### src/rtl/icache_line_fill_pkg.sv
// Shared widths and FSM state type for the instruction-cache line-fill engine.
package icache_line_fill_pkg;

  localparam int unsigned ICACHE_ADDR_WIDTH  = 32;
  localparam int unsigned ICACHE_LINE_WIDTH  = 128;
  localparam int unsigned ICACHE_BUS_WIDTH   = 32;
  localparam int unsigned ICACHE_OFFSET_BITS = $clog2(ICACHE_LINE_WIDTH / 8);
  localparam int unsigned ICACHE_FILL_BEATS  = ICACHE_LINE_WIDTH / ICACHE_BUS_WIDTH;

  typedef enum logic [2:0] {
    IDLE,
    REQ,
    RESP,
    DRAIN,
    DONE
  } type_icache_fill_states_e;

endpackage

### src/rtl/icache_line_fill_if.sv
// Cache-controller and memory-bus signals of the line-fill engine.
interface icache_line_fill_if
  import icache_line_fill_pkg::*;
#(
  parameter int unsigned ADDR_WIDTH = ICACHE_ADDR_WIDTH,
  parameter int unsigned LINE_WIDTH = ICACHE_LINE_WIDTH,
  parameter int unsigned BUS_WIDTH  = ICACHE_BUS_WIDTH
) ();

  logic                  icache2fill_req_i;
  logic [ADDR_WIDTH-1:0] icache2fill_addr_i;
  logic                  icache2fill_kill_i;
  logic                  fill2icache_ack_o;
  logic [LINE_WIDTH-1:0] fill2icache_data_o;
  logic                  fill2mem_req_o;
  logic [ADDR_WIDTH-1:0] fill2mem_addr_o;
  logic                  mem2fill_ready_i;
  logic                  mem2fill_valid_i;
  logic [BUS_WIDTH-1:0]  mem2fill_data_i;

  // Fill engine side.
  modport slave (
    input  icache2fill_req_i, icache2fill_addr_i, icache2fill_kill_i,
    input  mem2fill_ready_i, mem2fill_valid_i, mem2fill_data_i,
    output fill2icache_ack_o, fill2icache_data_o, fill2mem_req_o, fill2mem_addr_o
  );

  // Environment side (controller plus memory).
  modport master (
    output icache2fill_req_i, icache2fill_addr_i, icache2fill_kill_i,
    output mem2fill_ready_i, mem2fill_valid_i, mem2fill_data_i,
    input  fill2icache_ack_o, fill2icache_data_o, fill2mem_req_o, fill2mem_addr_o
  );

endinterface

### src/rtl/icache_line_fill.sv
// Miss-refill engine: fetches one cache line as ascending word reads and
// presents the assembled line with a one-cycle completion pulse.
module icache_line_fill
  import icache_line_fill_pkg::*;
#(
  parameter int unsigned ADDR_WIDTH = ICACHE_ADDR_WIDTH,
  parameter int unsigned LINE_WIDTH = ICACHE_LINE_WIDTH,
  parameter int unsigned BUS_WIDTH  = ICACHE_BUS_WIDTH
) (
  input logic               clk_i,
  input logic               rst_ni,
  icache_line_fill_if.slave bus
);

  localparam int unsigned BEATS       = LINE_WIDTH / BUS_WIDTH;
  localparam int unsigned BEAT_W      = (BEATS > 1) ? $clog2(BEATS) : 1;
  localparam int unsigned BUS_BYTES   = BUS_WIDTH / 8;
  localparam int unsigned OFFSET_BITS = $clog2(LINE_WIDTH / 8);

  type_icache_fill_states_e state_q, state_d;
  logic [BEAT_W-1:0]        beat_q, beat_d;
  logic [LINE_WIDTH-1:0]    line_q, line_d;
  logic                     ack_q, ack_d;
  logic                     mem_req_q, mem_req_d;
  logic [ADDR_WIDTH-1:0]    mem_addr_q, mem_addr_d;

  // Next-state, beat sequencing and line slot assembly.
  always_comb begin
    state_d    = state_q;
    beat_d     = beat_q;
    line_d     = line_q;
    ack_d      = 1'b0;
    mem_req_d  = mem_req_q;
    mem_addr_d = mem_addr_q;

    unique case (state_q)
      IDLE: begin
        mem_req_d = 1'b0;
        if (bus.icache2fill_req_i && !bus.icache2fill_kill_i) begin
          state_d    = REQ;
          beat_d     = '0;
          mem_req_d  = 1'b1;
          mem_addr_d = {bus.icache2fill_addr_i[ADDR_WIDTH-1:OFFSET_BITS], OFFSET_BITS'(0)};
        end
      end

      REQ: begin
        if (bus.mem2fill_ready_i) begin
          mem_req_d = 1'b0;
          state_d   = bus.icache2fill_kill_i ? DRAIN : RESP;
        end else if (bus.icache2fill_kill_i) begin
          mem_req_d = 1'b0;
          state_d   = IDLE;
        end
      end

      RESP: begin
        if (bus.icache2fill_kill_i) begin
          // A response arriving with the kill is the one being drained.
          state_d = bus.mem2fill_valid_i ? IDLE : DRAIN;
        end else if (bus.mem2fill_valid_i) begin
          line_d[32'(beat_q) * BUS_WIDTH +: BUS_WIDTH] = bus.mem2fill_data_i;
          if (beat_q == BEAT_W'(BEATS - 1)) begin
            state_d = DONE;
            ack_d   = 1'b1;
          end else begin
            beat_d     = beat_q + BEAT_W'(1);
            state_d    = REQ;
            mem_req_d  = 1'b1;
            mem_addr_d = mem_addr_q + ADDR_WIDTH'(BUS_BYTES);
          end
        end
      end

      DRAIN: begin
        if (bus.mem2fill_valid_i) begin
          state_d = IDLE;
        end
      end

      DONE: begin
        state_d = IDLE;
      end

      default: begin
        state_d   = IDLE;
        mem_req_d = 1'b0;
      end
    endcase
  end

  always_ff @(posedge clk_i or negedge rst_ni) begin
    if (!rst_ni) begin
      state_q    <= IDLE;
      beat_q     <= '0;
      line_q     <= '0;
      ack_q      <= 1'b0;
      mem_req_q  <= 1'b0;
      mem_addr_q <= '0;
    end else begin
      state_q    <= state_d;
      beat_q     <= beat_d;
      line_q     <= line_d;
      ack_q      <= ack_d;
      mem_req_q  <= mem_req_d;
      mem_addr_q <= mem_addr_d;
    end
  end

  // A kill during the completion cycle must still be able to cancel the write.
  assign bus.fill2icache_ack_o  = ack_q & ~bus.icache2fill_kill_i;
  assign bus.fill2icache_data_o = line_q;
  assign bus.fill2mem_req_o     = mem_req_q;
  assign bus.fill2mem_addr_o    = mem_addr_q;

endmodule

### src/flat_wrapper.sv
// flat-port wrapper written by rule: the top's interface ports become plain ports
module icache_line_fill_flat import icache_line_fill_pkg::*;
#(
  parameter int unsigned ADDR_WIDTH = ICACHE_ADDR_WIDTH,
  parameter int unsigned LINE_WIDTH = ICACHE_LINE_WIDTH,
  parameter int unsigned BUS_WIDTH  = ICACHE_BUS_WIDTH
)
  (clk_i, rst_ni, bus_icache2fill_req_i, bus_icache2fill_addr_i, bus_icache2fill_kill_i, bus_mem2fill_ready_i, bus_mem2fill_valid_i, bus_mem2fill_data_i, bus_fill2icache_ack_o, bus_fill2icache_data_o, bus_fill2mem_req_o, bus_fill2mem_addr_o);
  icache_line_fill_if #(.ADDR_WIDTH(ADDR_WIDTH), .LINE_WIDTH(LINE_WIDTH), .BUS_WIDTH(BUS_WIDTH)) bus_i ();
  input logic clk_i;
  input logic rst_ni;
  input wire logic [$bits(bus_i.icache2fill_req_i)-1:0] bus_icache2fill_req_i;
  input wire logic [$bits(bus_i.icache2fill_addr_i)-1:0] bus_icache2fill_addr_i;
  input wire logic [$bits(bus_i.icache2fill_kill_i)-1:0] bus_icache2fill_kill_i;
  input wire logic [$bits(bus_i.mem2fill_ready_i)-1:0] bus_mem2fill_ready_i;
  input wire logic [$bits(bus_i.mem2fill_valid_i)-1:0] bus_mem2fill_valid_i;
  input wire logic [$bits(bus_i.mem2fill_data_i)-1:0] bus_mem2fill_data_i;
  output wire logic [$bits(bus_i.fill2icache_ack_o)-1:0] bus_fill2icache_ack_o;
  output wire logic [$bits(bus_i.fill2icache_data_o)-1:0] bus_fill2icache_data_o;
  output wire logic [$bits(bus_i.fill2mem_req_o)-1:0] bus_fill2mem_req_o;
  output wire logic [$bits(bus_i.fill2mem_addr_o)-1:0] bus_fill2mem_addr_o;
  assign bus_i.icache2fill_req_i = bus_icache2fill_req_i;
  assign bus_i.icache2fill_addr_i = bus_icache2fill_addr_i;
  assign bus_i.icache2fill_kill_i = bus_icache2fill_kill_i;
  assign bus_i.mem2fill_ready_i = bus_mem2fill_ready_i;
  assign bus_i.mem2fill_valid_i = bus_mem2fill_valid_i;
  assign bus_i.mem2fill_data_i = bus_mem2fill_data_i;
  assign bus_fill2icache_ack_o = bus_i.fill2icache_ack_o;
  assign bus_fill2icache_data_o = bus_i.fill2icache_data_o;
  assign bus_fill2mem_req_o = bus_i.fill2mem_req_o;
  assign bus_fill2mem_addr_o = bus_i.fill2mem_addr_o;
  icache_line_fill #(.ADDR_WIDTH(ADDR_WIDTH), .LINE_WIDTH(LINE_WIDTH), .BUS_WIDTH(BUS_WIDTH)) u_core (.clk_i(clk_i), .rst_ni(rst_ni), .bus(bus_i));
endmodule
### config.mk
export PLATFORM = sky130hd
export DESIGN_NAME = icache_line_fill_flat
export DESIGN_NICKNAME = d
export VERILOG_FILES = /design/src/rtl/icache_line_fill_pkg.sv /design/src/rtl/icache_line_fill_if.sv /design/src/rtl/icache_line_fill.sv /design/src/flat_wrapper.sv
export SDC_FILE = /design/constraint.sdc
export NUM_CORES = 1
export LEC_CHECK = 0
export ABC_AREA = 1
export CAP_MARGIN = 0
export CORE_MARGIN = 8
export CORE_UTILIZATION = 30
export CTS_CLUSTER_DIAMETER = 150
export DETAILED_ROUTE_END_ITERATION = 16
export PLACE_DENSITY = 0.65
export SETUP_SLACK_MARGIN = 0.3
export SYNTH_ARGS = -nofsm -noshare
export SYNTH_HDL_FRONTEND = slang
export SYNTH_SLANG_ARGS = --single-unit
### constraint.sdc
create_clock -name clk_i -period 2.2 [get_ports clk_i]
set_clock_uncertainty 0.15 [all_clocks]
set_input_delay 0.33 -clock clk_i [delete_from_list [all_inputs] [get_ports clk_i]]
set_output_delay 0.33 -clock clk_i [all_outputs]
set_load 0.005 [all_outputs]
==> flow_summary_export.csv <==
group,metric,value,unit
worst_setup_path,cp_top_family,"buffers and inverters",
placed_design,place.gp.congestion,0.875,
final_layout,final_cell_count_no_fill,1634,
synth,ys_seq_area_share,51.0,%
synth,synth_area_leaders,"dfrtp_1, nand2_1, nand3_1",
worst_setup_path,startpoint,"u_core.bus.fill2mem_addr_o[12]",
worst_setup_path,rrSetupSlack,0.37,ns
synth,async_reset_ff_share,100,%
clock_tree,path_clk_slew,0.07,ns
power,p_total,13.0,mW
timing,layout_setup_ws,0.330,ns
worst_setup_path,cp_slowest_cell,"clkdlybuf4s50_1",
synth,synth_cells,1043,
grt,grt_pass1_vias,8188,
final_layout,syn2layout_area_growth,46.7,%
clock_tree,htreeDepth,4,
worst_setup_path,required,1.72,ns
timing,rsz0062_at_grt,"true",
floorplanning,dieArea,32500,um2
synth,synth_top_cell_by_area,"dfrtp_1",
detailed_routing,wl_per_cell,18.2,um
grt,gr-total-overflow,0,
timing,tns,0,ns
grt,antenna_found_initial,0,
clock_tree,cts.path.max_buffers,2,
worst_setup_path,crit_type,"reg2out",
worst_setup_path,cp-start-kind,"flop",
grt,grt_max_degree,84,
power,powerDensity,1100,nW/um2
worst_setup_path,endpoint_kind,"output port",
floorplanning,row_count,60,
floorplanning,start_util,30.3,%
worst_setup_path,cp_max_fo,4,
grt,grt_util_all_layers,17.7,%
detailed_routing,vias,8199,
worst_setup_path,r2r_cells,9,
detailed_routing,drc,0,
synth,ys_types,26,
detailed_routing,wl,29800,um
hold_path,hold_start,"bus_icache2fill_kill_i",
synth,syn_avg_cell_area,7.76,um2
timing,clock.fmax,0.535,GHz
synth,netlist_top_cells_count,"nand2_1, dfrtp_1, nand3_1, nor2_1, o21ai_1",
synth,ys_warn_count,0,
timing,slew_violations,0,
detailed_routing,viasPerCell,5.02,
hold_path,hp-class,"in2reg",
worst_setup_path,cp_num_buf_inv,1,
final_layout,antennaDiodeCount,0,
synth,syn-cell-area,8090,um2
timing,fin_crit_sh,85.0,%
floorplanning,ios,232,
final_layout,layout.nets,1356,
timing,finalHoldViolations,0,
timing,finalCriticalPeriod,1.87,ns
worst_setup_path,worstPathCellList,"clkdlybuf4s50_1",
worst_setup_path,critPathMaxStageDelay,0.58,ns
grt,grt_pass1_wl,46400,um
clock_tree,cts.sink_count,165,
synth,yosysMostFrequentCell,"nand2_1",
power,p_leak,5.72,nW
synth,synth_flop_cell,"dfrtp_1",
final_layout,drive_above_1_share,11.6,%
worst_setup_path,cp_num_cells,1,
worst_setup_path,r2r-start,"u_core.state_q[0]",
synth,yosysTopAreaCellShare,51.0,%
detailed_routing,ant_nets,0,
timing,setup_viol,0,
clock_tree,cts_made_buffers,17,
run,maxCapViolCount,0,
placed_design,hpwl,20500,um
clock_tree,cts_tree,"done",
worst_setup_path,crit_end,"bus_fill2mem_addr_o[12]",
worst_setup_path,timing.rr.end,"u_core.bus.fill2icache_data_o[64]",
power,vdd_drop_max,460,uV
floorplanning,core_area,26700,um2
placed_design,io_buffers,225,
synth,synth-seq-cells,165,
synth,synth_edf_count,0,
outcome,outcome,"finished, final reports clean",
floorplanning,die_height,180,um
clock_tree,clk_latency,0.42,ns
detailed_routing,first_pass_iters,5,
detailed_routing,drtIter0Drc,613,
final_layout,fin_util,44.4,%
floorplanning,die_w,180,um
clock_tree,cts-root-buf,"clkbuf_16",
worst_setup_path,crit_arrival,1.39,ns
placed_design,dpl.cell_count,1579,
placed_design,dp_slack,-0.0849,ns
registers in the layout (all words and copies together) (netlist names):
signal / cells
u_core.state_q: 3
u_core.bus.fill2icache_data_o: 128
u_core.bus.fill2mem_addr_o: 30
u_core.beat_q: 2
u_core.ack_q: 1
u_core.bus.fill2mem_req_o: 1
metal layers:
layer  share of wire, %  track usage [%]  up-vias
met3                8.0             6.01       38
met5                  0                0        -
met1                 44             22.7     3956
li1                   -                -     3926
met2                 46             28.0      279
met4                1.9             4.96        0
kinds of logic after synthesis:
kind of cell / Yosys count / share of synthesized area (%)
and+or+nand+nor: 571 / 30.4
AOI/OAI and AO/OA: 174 / 10.9
DFF: 165 / 51.0
buffers and inverters: 125 / 6.59
adders and majority gates: 6 / 0.928
xor gates and xnor gates: 1 / 0.108
other: 1 / 0.0463
cell usage in the layout, fill, tap and decap left out, types with 7 or more instances in the layout:
master             n
a21oi_1           29
nor2_1            84
nor2_2            12
buf_12            13
dlymetal6s2s_1     8
nor2_4             9
o21ai_1           82
dfrtp_2           18
clkbuf_16         19
nand4_1           33
or2_2              7
nand3_1          144
inv_1             54
nand2_1          275
dfrtp_1          147
clkdlybuf4s50_1  213
buf_4             40
o21ai_0           59
power by group:
part	leakage, nW	internal [mW]	total [mW]	switching (mW)
Sequential	2.18	3.75	4.33	0.584
Clock	0.295	1.54	3.07	1.53
Combinational	3.25	2.51	5.60	3.09
Total	5.72	7.80	13.0	5.20
through the flow:
stage	instance area, um2	hold WS [ns]
final	11900	0.333
after global routing	11900	0.356
after CTS	11600	0.247
after detailed placement	10900	0.251
after global placement	10900	0.246
after floorplan	8110	-0.116
worst min path at each step:
| stage | endpoint | slack, ns | cells past startpoint |
|---|---|---|---|
| global placement | u_core.bus.fill2mem_addr_o[2] | 0.25 | 2 |
| finish | u_core.state_q[1] | 0.33 | 3 |
| global route | u_core.state_q[1] | 0.36 | 3 |
| floorplan | u_core.ack_q | -0.12 | 0 |
| detailed placement | u_core.bus.fill2mem_addr_o[2] | 0.25 | 2 |
| CTS | u_core.state_q[1] | 0.25 | 3 |
final cells by class:
| class | count | area [um2] |
|---|---|---|
| clock buffers | 17 | 425 |
| clock inverters | 15 | 178 |
| fillers | 2656 | 14900 |
| inverters | 58 | 218 |
| multi-input cells | 754 | 3550 |
| flip-flops and latches | 165 | 4150 |
| well taps | 341 | 427 |
| repair buffers | 284 | 2930 |
repair_timing:
item,in CTS,in global routing
setup endpoints to repair,77,161
hold buffers,1,0
resized for setup,27,35
buffers inserted,7,13
cloned,0,2
pin swaps,0,5
hold endpoints to repair,165,0
Power figures use the tool's default switching activity.
